<file path="src/rtl/mod_check_arbiter.sv">
// Round-robin share of one MSB-first mod-MOD remainder engine; accept->rsp_valid W cycles, next grant >= W+2.
// Backpressure: req_ready only in IDLE; response regs hold in DONE until rsp_ready.
module mod_check_arbiter #(
  parameter int NREQ = 2,
  parameter int W    = 8,
  parameter int MOD  = 5,
  parameter int IDW  = $clog2(NREQ),
  parameter int RW   = $clog2(MOD)
) (
  input  logic                clk,
  input  logic                rst_n,
  input  logic [NREQ-1:0]     req_valid,
  input  logic [NREQ*W-1:0]   req_data,
  output logic [NREQ-1:0]     req_ready,
  output logic                rsp_valid,
  input  logic                rsp_ready,
  output logic [IDW-1:0]      rsp_id,
  output logic [RW-1:0]       rsp_rem,
  output logic                rsp_div,
  output logic                busy
);

  localparam int CW = $clog2(W + 1);

  typedef enum logic [1:0] {IDLE, SHIFT, DONE} state_t;

  state_t          state;
  logic [IDW-1:0]  ptr;
  logic [IDW-1:0]  id;
  logic [W-1:0]    sreg;
  logic [CW-1:0]   cnt;
  logic [RW-1:0]   rem;

  logic            gnt_vld;
  logic [IDW-1:0]  gnt_idx;
  logic [IDW:0]    sum;
  logic [W-1:0]    gnt_word;
  logic [RW:0]     nxt;
  logic [RW-1:0]   rem_nxt;

  // Scan from the highest offset down so the nearest valid requester after ptr wins.
  always_comb begin
    gnt_vld = 1'b0;
    gnt_idx = '0;
    sum     = '0;
    for (int k = NREQ - 1; k >= 0; k--) begin
      sum = {1'b0, ptr} + (IDW+1)'(k);
      if (sum >= (IDW+1)'(NREQ)) sum = sum - (IDW+1)'(NREQ);
      if (req_valid[sum[IDW-1:0]]) begin
        gnt_vld = 1'b1;
        gnt_idx = sum[IDW-1:0];
      end
    end
  end

  always_comb begin
    gnt_word = '0;
    for (int i = 0; i < NREQ; i++) begin
      if (gnt_idx == IDW'(i)) gnt_word = req_data[i*W +: W];
    end
  end

  always_comb begin
    req_ready = '0;
    if (state == IDLE && gnt_vld) req_ready[gnt_idx] = 1'b1;
  end

  // 2*rem + msb is always < 2*MOD, so one conditional subtract keeps rem reduced.
  assign nxt     = {rem, sreg[W-1]};
  assign rem_nxt = (nxt >= (RW+1)'(MOD)) ? RW'(nxt - (RW+1)'(MOD)) : RW'(nxt);

  always_ff @(posedge clk or negedge rst_n) begin
    if (!rst_n) begin
      state     <= IDLE;
      ptr       <= '0;
      id        <= '0;
      sreg      <= '0;
      cnt       <= '0;
      rem       <= '0;
      rsp_valid <= 1'b0;
      rsp_id    <= '0;
      rsp_rem   <= '0;
      rsp_div   <= 1'b0;
      busy      <= 1'b0;
    end else begin
      case (state)
        IDLE: begin
          if (gnt_vld) begin
            sreg  <= gnt_word;
            rem   <= '0;
            cnt   <= CW'(W);
            id    <= gnt_idx;
            ptr   <= (gnt_idx == IDW'(NREQ - 1)) ? '0 : gnt_idx + IDW'(1);
            busy  <= 1'b1;
            state <= SHIFT;
          end
        end
        SHIFT: begin
          rem  <= rem_nxt;
          sreg <= sreg << 1;
          cnt  <= cnt - CW'(1);
          if (cnt == CW'(1)) begin
            state     <= DONE;
            rsp_valid <= 1'b1;
            rsp_rem   <= rem_nxt;
            rsp_div   <= (rem_nxt == '0);
            rsp_id    <= id;
          end
        end
        DONE: begin
          if (rsp_ready) begin
            rsp_valid <= 1'b0;
            busy      <= 1'b0;
            state     <= IDLE;
          end
        end
        default: state <= IDLE;
      endcase
    end
  end

endmodule

</file>
<file path="config.mk">
export PLATFORM = sky130hd
export DESIGN_NAME = mod_check_arbiter
export DESIGN_NICKNAME = d
export VERILOG_FILES = /design/src/rtl/mod_check_arbiter.sv
export SDC_FILE = /design/constraint.sdc
export NUM_CORES = 1
export LEC_CHECK = 0
export CAP_MARGIN = 20
export CORE_ASPECT_RATIO = 1.5
export CORE_MARGIN = 2
export CORE_UTILIZATION = 44
export CTS_CLUSTER_DIAMETER = 100
export DETAILED_ROUTE_END_ITERATION = 12
export PLACE_DENSITY = 0.75
export SYNTH_ARGS = -nofsm -noshare
export SYNTH_HDL_FRONTEND = slang
export SYNTH_SLANG_ARGS = --single-unit
</file>
<file path="constraint.sdc">
create_clock -name clk -period 1.7 [get_ports clk]
set_input_delay 0.34 -clock clk [delete_from_list [all_inputs] [get_ports clk]]
set_output_delay 0.34 -clock clk [all_outputs]
set_load 0.02 [all_outputs]
</file>
* Yosys cells after proc, flatten, opt, wreduce, memory -nomap -nowiden
Cells that the tools add are included.
** Storage, ports and cells
- Bits in registers :: 26
- Latch bits :: 0
- Memory bits (writable) :: 0
- Bits in read-only memories :: 0
- Bits of input ports :: 21
- Output and inout port bits :: 9
- Logic and storage cells :: 74
- Memories kept :: 0
** Operators by class
- $add $sub $neg :: 6
- Multipliers :: 0
- Divide/modulo/power cells :: 0
- Order comparisons :: 7
- Eq/ne operators :: 6
- Shift-type cells :: 0
- Mux-type cells :: 31
- Bitwise logic cells :: 0
- Reductions and logical operators :: 13
** Operators with widths (number)
- 8-bit two-way mux :: 2
- 8-bit one-hot mux with 2 select lines :: 1
- 1-bit two-way mux :: 15
- 3-bit AND reduction :: 3
- 2-bit two-way mux :: 4
- 4-bit one-hot mux with 2 select lines :: 1
- 1-bit by 2-bit < comparator with 1-bit output (second input constant) :: 3
- 3-bit two-way mux :: 2
- 2-bit != test (second input constant) :: 3
- 2-bit one-hot mux with 3 select lines :: 1
- 3-bit one-hot mux with 2 select lines :: 1
- 2-bit AND reduction :: 3
- 2-bit nonzero test :: 3
- 4-bit by 1-bit == test with 1-bit output (second input constant) :: 1
- 4-bit by 3-bit greater-or-equal comparator with 1-bit output (second input constant) :: 1
- 4-bit two-way mux :: 1
- 1-bit one-hot mux with 2 select lines :: 2
- 4-bit by 1-bit subtractor with 4-bit output (second input constant) :: 1
- 3-bit zero test :: 1
- 3-bit subtractor (second input constant) :: 1
- 1-bit by 1-bit adder with 2-bit output (second input constant) :: 1
- 2-bit by 1-bit == test with 1-bit output (second input constant) :: 1
- 2-bit == test (second input constant) :: 1
- 1-bit by 2-bit greater-or-equal comparator with 1-bit output (second input constant) :: 1
- other kinds (7) :: 9

* Depth between registers and ports, before layout
Gate-level depths: netlist of the first run.
- Depth after elaboration :: 12
- Mapped depth :: 6

* Worst setup path after synthesis of the first run
OpenSTA, ideal clock, no wires.
- Path type :: flip-flop to flip-flop
- From :: reg sreg[7]
- To :: reg rsp_div
- Library setup time :: 0.122 ns
- Arrival :: 1.459 ns
- Data required time :: 1.578 ns
- Path slack :: 0.120 ns
- Stages on the path, launching flop included :: 7
- Cells stage by stage :: dfrtp_1 -> inv_1 -> ha_1 -> nand2b_1 -> a21oi_2 -> mux2_2 -> a32o_1
** Between the ends
- Longest elaborated chain between the ends :: 3
- Elaborated cells between the ends (all ways) :: 4
- Classes of those cells :: add/sub: 1; order compare: 1; mux: 1; reduce/logical: 1
** RTL lines
- from (decl) :: line 30 : logic [W-1:0] sreg;
- from (signal assigned) :: line 89 : sreg <= gnt_word;
- from (signal assigned) :: line 100 : sreg <= sreg << 1;
- 4-bit by 3-bit greater-or-equal comparator with 1-bit output / 3-bit subtractor (equally long branches) :: line 70 : assign rem_nxt = (nxt >= (RW+1)'(MOD)) ? RW'(nxt - (RW+1)'(MOD)) : RW'(nxt);
- 3-bit two-way mux (*) :: line 70
- 3-bit zero test (*) :: line 106 : rsp_div <= (rem_nxt == '0);
- to (signal assigned) :: line 106
- to (decl) :: line 19 : output logic rsp_div,
Every way passes the cells marked *; elsewhere a longest branch is shown, timed or not.
A chain may end at the register's enable or synchronous reset.

* Worst setup path in the final report of the first run
Same ends and word-level chain as after synthesis.

==> flow_metrics.tcl, run 1 <==
set metrics [dict create \
    irDropWorstVdd_mv 0.8360 \
    die_h_um 69.80 \
    cts_root_buf "clkbuf_8" \
    vias_per_cell 5.232 \
    tns_ps 0 \
    cp_top_family "compound AO/OA/AOI/OAI gates" \
    dpl.hpwl_um 2129 \
    grt_pass1_vias 1064 \
    ys_ff_latch 26 \
    vias 1036 \
    wl_per_cell_um 14.32 \
    postLayoutCoreUtil_pct 63.97 \
    final_cell_area_um2 1730 \
    cellPowerDensity_nw_per_um2 1575 \
    setup_viol 0 \
    power_frac_comb_pct 46.3 \
    p_switching_uw 1003 \
    synth_cell_types 33 \
    dieArea_um2 3341 \
    clockBufferDepth 2 \
    cp-end-kind "flop" \
    grt.total_usage_pct 19.72 \
    port_buffers 29 \
    crit_required_ps 1870 \
    die_x_um 47.87 \
    h-tree-depth 1 \
    critical_path_class "flop to flop" \
    switching_share_pct 36.82 \
    drtAntennaViolNets 0 \
    clkPwrFrac_pct 14.5 \
    grt_max_degree 27 \
    finalCritPeriodShare_pct 96.46 \
    io_pins 30 \
    finalCriticalPeriod_ps 1640 \
    start_util_pct 46.95 \
    max_slew_margin_pct 76.96 \
    antenna_found_initial 0 \
    critPathMaxStageDelay_ps 410 \
    clkLatencyLatePin_ps 270 \
    p_seq_share_pct 39.2 \
    p_leak_uw 0.0007927 \
    hold_class "input pin to async pin" \
    cts.sinks 26 \
    worst_slew_pin_slew_ps 342.4 \
    critPathSlowestCell "dfrtp_1" \
    synth_warnings 0 \
    post_route_cells_drive_above_1_share_pct 18.01 \
    syn-cell-area_um2 1270 \
    cp_num_buf_inv 1 \
    synth_edf_count 0 \
    drtPass1Iterations 4 \
    pre_cts_ws_ps -539.5 \
    synth.avg_cell_area_um2 10.58 \
    areaGrowthSynthToFinish_pct 36.26 \
    drt_wl_total_um 2835 \
    synth.net_count 145 \
    worst_slack_ps 60.10 \
    yosysSeqAreaShare_pct 51.23 \
    gp_congestion 0.8283 \
    dpl_cell_area_um2 1648 \
    arrival_ps 1810 \
    maxSlewViolCount 0 \
    drc 0 \
    netlist_instances 120 \
    synth_ff_type "dfrtp_1" \
    outcome "complete, no violations" \
    finalClockSkew_ps 6.388 \
    finalHoldViolCount 0 \
    cp-start-kind "flop" \
    fin_nets 187 \
    max_cap_violations 0 \
    grt_pass1_wl_um 4747 \
    cts_buffers 3 \
    overflow 0 \
    cts_tree "yes" \
    p_int_uw 1722 \
    fmax_mhz 609.8 \
    async_reset_ff_share_pct 100.0 \
    path_clk_slew_ps 90 \
    coreArea_um2 2705 \
    path_max_fanout 3 \
    crit_chain "inv_2, ha_2, nand2b_1, a21oi_2, mux2_2, a32o_1" \
    rows 23 \
    drtIter0Drc 23 \
    antennaDiodeCount 0 \
    grt_setup_unrepaired "no" \
]
[worst register-to-register path, stage by stage (launching register included)]
cell and delay (ps):
dfrtp_1 410, inv_2 80, ha_2 190, nand2b_1 70, a21oi_2 160, mux2_2 370
a32o_1 250
[flip-flops by register name, summed over array words and instances (netlist names)]
| signal | flops |
|---|---|
| id | 1 |
| rsp_rem | 3 |
| cnt | 4 |
| state | 2 |
| rem | 3 |
| rsp_div | 1 |
| rsp_valid | 1 |
| busy | 1 |
| ptr | 1 |
| rsp_id | 1 |
| sreg | 8 |
[cell usage after synthesis, types with 2 or more instances]
master | n | area (um^2)
o21ai_0 | 7 | 35.03
a22oi_1 | 7 | 52.55
inv_1 | 6 | 22.52
o21ai_1 | 8 | 40.04
buf_2 | 3 | 15.01
nor2_1 | 6 | 22.52
a21oi_1 | 6 | 30.03
nand2b_1 | 4 | 25.02
nand2_1 | 10 | 37.54
nor3_1 | 2 | 10.01
ha_1 | 4 | 50.05
dfrtp_1 | 26 | 650.6
o22ai_1 | 4 | 25.02
mux2i_1 | 8 | 80.08
[routing by layer]
metal	vias up	share of wire, %	global-route usage [%]
met5	-	0	0
met4	0	3.3	11.11
met3	9	3.0	3.646
met2	32	54	30.81
met1	487	40	24.03
li1	508	-	-
[layout make-up]
| class | count | area [um^2] |
|---|---|---|
| repair buffers | 42 | 384.1 |
| multi-input cells | 83 | 571.8 |
| fillers | 233 | 974.7 |
| clock buffers | 4 | 55.05 |
| flip-flops and latches | 26 | 650.6 |
| well taps | 37 | 46.29 |
| inverters | 6 | 22.52 |
[metrics by stage]
step	instances	hold WS, ps	total power [uW]
floorplan	120	44.41	1852
global placement	191	465.6	2222
detailed placement	191	472.3	2294
CTS	196	439.9	2705
global route	198	464.7	2921
finish	198	426.6	2725
[kinds of logic after synthesis]
group	count (synthesis)	share of synthesized area, %
and+or+nand+nor	31	13.60
xor gates and xnor gates	2	1.380
AOI/OAI and AO/OA	36	17.04
adders and majority gates	4	3.941
DFF	26	51.23
buffers and inverters	11	4.433
muxes	10	8.374
[placed cells by master, fill, tap and decap left out, types with 2 or more instances in the layout]
cell type,n
dfrtp_1,26
clkdlybuf4s50_1,25
buf_4,15
nand2_1,10
o21ai_1,8
mux2i_1,8
a22oi_1,7
nor2_1,6
a21oi_1,6
o21ai_0,6
inv_1,5
nand2b_1,4
o22ai_1,4
clkbuf_8,4
ha_1,3
nor3_1,2
[power groups by stage]
stage,registers [uW],clock network [uW],logic [uW]
final,1070,395,1260
after global routing,1090,435,1390
after CTS,1070,399,1230
after detailed placement,1080,0,1220
after global placement,1060,0,1160
after floorplan,1130,0,719
[worst paths after layout]
| kind | from | endpoint | slack, ps | depth (start not counted) |
|---|---|---|---|---|
| worst min-delay path | rst_n | ptr | 430 | 2 |
| worst max-delay path | sreg[7] | rsp_div | 60 | 6 |
| worst min register to register | rsp_rem[0] | rsp_rem[0] | 490 | 2 |
| min in group clk | rsp_rem[0] | rsp_rem[0] | 490 | 2 |
| worst max register to register | sreg[7] | rsp_div | 60 | 6 |
| max in group asynchronous | rst_n | cnt[2] | 1010 | 2 |
[what timing repair did]
action                     in CTS  in global routing
pin swaps                       2                  2
resized for setup              14                  3
setup endpoints to repair       3                  3
setup buffers                   1                  2
hold buffers                    0                  0
No activity file was read; power rests on OpenSTA's default activity.
==> inputs of run 2 (changes only) <==
--- a/config.mk
+++ b/config.mk
@@ -11,6 +11,7 @@
 export CORE_UTILIZATION = 44
 export CTS_CLUSTER_DIAMETER = 100
 export DETAILED_ROUTE_END_ITERATION = 12
+export GPL_TIMING_DRIVEN = 0
 export PLACE_DENSITY = 0.75
 export SYNTH_ARGS = -nofsm -noshare
 export SYNTH_HDL_FRONTEND = slang
==> flow_metrics.tcl, run 2 (same netlist as run 1, synthesis figures left out) <==
set metrics [dict create \
    outcome "complete, no violations" \
    grt_pass1_vias 1038 \
    finalHoldViolCount 0 \
    critPathMaxStageDelay_ps 480 \
    drtIter0Drc 22 \
    met1_usage_pct 23.99 \
    worst_slack_ps 47.72 \
    grtUsageMet2_pct 32.30 \
    max_slew_margin_pct 63.52 \
    hold_buffers 0 \
    grt_pass1_wl_um 4712 \
    hold_ws_ps 409.9 \
    r2r-end "rsp_div" \
    reg2reg_depth 5 \
    crit_required_ps 1360 \
    dpl.hpwl_um 2073 \
    largest_register "sreg" \
    port_buffers 29 \
    antenna_found_initial 0 \
    vias 1040 \
    vias_per_cell 5.226 \
    dieArea_um2 3341 \
    clockBufferDepth 2 \
    path_max_fanout 6 \
    grt.total_usage_pct 19.67 \
    worstSetupEndpoint "req_ready[0]" \
    pre_cts_ws_ps -646.1 \
    fmax_mhz 605.2 \
    regToRegSetupSlack_ps 80 \
    post_route_cells_drive_above_1_share_pct 21.60 \
    arrival_ps 1310 \
    fin_nets 188 \
    worst_slew_pin_slew_ps 545.4 \
    irDropWorstVdd_mv 0.8056 \
    largestRegisters "sreg (8), cnt (4)" \
    final_cell_mix "25 x dfrtp_1, 25 x clkdlybuf4s50_1, 10 x nand2_1, 10 x buf_4" \
    rows 23 \
    critPathSlowestCell "dfrtp_2" \
    largest_reg_flops 8 \
    p_leak_uw 0.0008094 \
    coreArea_um2 2705 \
    cts_root_buf "clkbuf_8" \
    postLayoutCoreUtil_pct 66.61 \
    drtPass1Iterations 4 \
    die_x_um 47.87 \
    cp-end-kind "primary output" \
    finalClockSkew_ps 8.583 \
    maxSlewViolCount 0 \
    hold_class "input pin to async pin" \
    critical_path_class "flop to primary output" \
    start_util_pct 46.95 \
    r2r_start "sreg[7]" \
    setup_viol 0 \
    wl_per_cell_um 14.75 \
    top_usage_layer "met2" \
    cts.sinks 26 \
    cts_buffers 3 \
    cp-start-kind "flop" \
    areaGrowthSynthToFinish_pct 41.87 \
    finalCriticalPeriod_ps 1652 \
    path_clk_slew_ps 100 \
    drt_wl_total_um 2935 \
    crit_chain "nor2_4, o21a_2, and2_1, buf_4" \
    met3_usage_pct 2.344 \
    overflow 0 \
    max_cap_violations 0 \
    io_pins 30 \
    cts_tree "yes" \
    h-tree-depth 1 \
    crit_start "state[0]" \
    gp_congestion 0.7738 \
    cellPowerDensity_nw_per_um2 1634 \
    die_h_um 69.80 \
    drtAntennaViolNets 0 \
    drc 0 \
    clkLatencyLatePin_ps 280 \
    grt_max_degree 18 \
    finalCritPeriodShare_pct 97.19 \
    antennaDiodeCount 0 \
]
==> run 2: cell count changes in the layout (fill, tap and decap cells not counted), sizes merged <==
cell / delta
dlygate4sd2: +1
dlymetal6s2s: -1
buf: +1
bufinv: +1
clkbuf: -1
==> run 2: cell type report <==
cell class | count | area, um^2
fillers | 232 | 903.4
flip-flops and latches | 26 | 651.9
multi-input cells | 83 | 601.8
repair buffers | 38 | 370.4
well taps | 37 | 46.29
clock buffers | 3 | 41.29
plain buffers | 5 | 37.54
clock inverters | 1 | 30.03
inverters | 6 | 22.52
==> run 2: worst min path at each step <==
| stage | to | from | slack [ps] | cells past startpoint |
|---|---|---|---|---|
| after floorplan | busy | rst_n | 40 | 0 |
| after global placement | rsp_rem[1] | rsp_rem[1] | 470 | 2 |
| after detailed placement | rsp_rem[1] | rsp_rem[1] | 470 | 2 |
| after CTS | id | rst_n | 420 | 1 |
| after global routing | id | rst_n | 450 | 1 |
| final | id | rst_n | 410 | 1 |
==> run 2: worst max-delay path, delay by kind of cell (launching register included) <==
family,cells,cell delay [ps]
flip-flops,1,480
buffers and inverters,1,130
AND/OR/NAND/NOR,2,260
AO/OA/AOI/OAI,1,170
==> run 2: report_power, final <==
part	switching [uW]	internal (uW)	leakage, uW
combinational	640	701	0.000452
sequential	207	879	0.000322
clock	202	315	0.0000357
==> run 2: repair_timing <==
action	4_1_cts	5_1_grt
buffers inserted	3	5
pin swaps	2	1
endpoints found under the setup margin	3	3
resized for setup	17	9
==> run 2: routing by layer <==
metal,wire [um],vias to the layer above
li1,-,506
met1,1120,499
met2,1650,29
met3,87,6
met4,76,0
met5,0,-
==> run 2: through the flow <==
step                      TNS [ps]  std cells  instance area (um^2)  total power [uW]
after global routing        -8.371        199                  1802              3153
after detailed placement     -1238        187                  1634              2267
after floorplan                  0        120                  1270              1852
after CTS                        0        194                  1729              2826
after global placement       -1520        186                  1607              2191
final                            0        199                  1802              2944
==> inputs of run 3 (changes only) <==
--- a/config.mk
+++ b/config.mk
@@ -7,7 +7,7 @@
 export LEC_CHECK = 0
 export CAP_MARGIN = 20
 export CORE_ASPECT_RATIO = 1.5
-export CORE_MARGIN = 2
+export CORE_MARGIN = 4
 export CORE_UTILIZATION = 44
 export CTS_CLUSTER_DIAMETER = 100
 export DETAILED_ROUTE_END_ITERATION = 12
==> flow_metrics.tcl, run 3 (same netlist as run 1, synthesis figures left out) <==
set metrics [dict create \
    outcome "complete, no violations" \
    coreArea_um2 2734 \
    overflow 0 \
    crit_start "state[0]" \
    vias_per_cell 5.131 \
    finalClockSkew_ps 5.352 \
    p_int_uw 1748 \
    switching_share_pct 36.58 \
    clkLatencyLatePin_ps 270 \
    clockBufferDepth 2 \
    worst_slew_pin_slew_ps 579.2 \
    final_cell_mix "25 x clkdlybuf4s50_1, 24 x dfrtp_1, 10 x nand2_1" \
    cts_tree "yes" \
    pre_cts_ws_ps -642.8 \
    regToRegSetupSlack_ps 100 \
    maxSlewViolCount 0 \
    finalCriticalPeriod_ps 1645 \
    drt_wl_total_um 2733 \
    rows 23 \
    hold_buffers 0 \
    hold_class "input pin to async pin" \
    drtPass1Iterations 4 \
    grt_pass1_vias 1075 \
    h-tree-depth 1 \
    clkPwrFrac_pct 14.5 \
    finalCritPeriodShare_pct 96.74 \
    arrival_ps 1300 \
    wl_per_cell_um 13.73 \
    vias 1021 \
    drc 0 \
    worst_slack_ps 55.40 \
    antennaDiodeCount 0 \
    multi_input_area_um2 590.6 \
    max_slew_margin_pct 61.27 \
    regArea_um2 653.1 \
    grt.total_usage_pct 15.65 \
    hold_ws_ps 430.9 \
    die_x_um 51.87 \
    path_max_fanout 7 \
    cp-start-kind "flop" \
    dieArea_um2 3828 \
    largest_reg_flops 8 \
    antenna_found_initial 0 \
    drtIter0Drc 13 \
    r2r-end "rsp_div" \
    p_leak_uw 0.0007926 \
    p_seq_share_pct 39.2 \
    largestRegisters "sreg (8), cnt (4)" \
    die_h_um 73.80 \
    path_clk_slew_ps 90 \
    cp-end-kind "primary output" \
    cts.sinks 26 \
    grt_setup_unrepaired "no" \
    fmax_mhz 608.1 \
    max_cap_violations 0 \
    setup_viol 0 \
    nFillCells 217 \
    grt_pass1_wl_um 4574 \
    cts_buffers 3 \
    crit_required_ps 1360 \
    total_power_uw 2756 \
    drtAntennaViolNets 0 \
    cellPowerDensity_nw_per_um2 1565 \
    r2r_start "sreg[7]" \
    critical_path_class "flop to primary output" \
    io_pins 30 \
    finalHoldViolCount 0 \
    start_util_pct 46.45 \
    gp_congestion 0.7478 \
    layout_commonest_cell "clkdlybuf4s50_1" \
    largest_register "sreg" \
    p_switching_uw 1008 \
    post_route_cells_drive_above_1_share_pct 20.99 \
    power_frac_comb_pct 46.3 \
    fin_nets 188 \
    cts_root_buf "clkbuf_8" \
    port_buffers 29 \
    dpl.hpwl_um 2024 \
    irDropWorstVdd_mv 0.8424 \
    grt_max_degree 16 \
    areaGrowthSynthToFinish_pct 38.62 \
    reg2reg_depth 5 \
]
run 3: final cells by class:
class | count | share of cell area (%)
sequential | 26 | 37.10
clock buffer | 4 | 3.127
timing repair buffer | 38 | 20.18
inverter | 6 | 1.279
buffer | 5 | 2.132
multi-input combinational | 83 | 33.55
tap | 37 | 2.630
run 3: metal layers:
metal  share of wire [%]  routed length [um]  track usage [%]
met3                 3.1                  84            1.420
met4                 1.4                  38            6.997
met1                  40                1088            17.08
met5                   0                   0                0
met2                  56                1522            29.51
run 3: per-stage QoR:
| stage | setup TNS (ps) | std cells | utilization [%] | instance area, um^2 |
|---|---|---|---|---|
| global route | 0 | 199 | 64.39 | 1760 |
| floorplan | 0 | 120 | - | 1270 |
| finish | 0 | 199 | 64.39 | 1760 |
| detailed placement | -1232 | 187 | 59.31 | 1622 |
| global placement | -1765 | 186 | 58.76 | 1607 |
| CTS | 0 | 195 | 62.29 | 1703 |
run 3: what timing repair did:
action / 4_1_cts / 5_1_grt
setup buffers: 4 / 4
gates resized for setup: 15 / 9
endpoints found under the setup margin: 3 / 3
hold endpoints to repair: 0 / 0
pin swaps: 1 / 3
run 3: power groups by stage:
stage	Clock [uW]	Sequential, uW	Combinational [uW]
CTS	409	1070	1210
detailed placement	0	1080	1180
global placement	0	1070	1120
finish	399	1080	1280
global route	422	1120	1410
floorplan	0	1130	719
run 3: how the worst max path moves through the flow:
| stage | to |
|---|---|
| after floorplan | rsp_div |
| after global placement | req_ready[0] |
| after detailed placement | req_ready[0] |
| after CTS | rsp_div |
| after global routing | req_ready[1] |
| final | req_ready[1] |
run 3: worst max-delay path, stage by stage, from the launching register on:
cell and delay (ps):
dfrtp_2 470, nor2_4 130, o21ai_1 100, nor2_1 170, buf_4 170
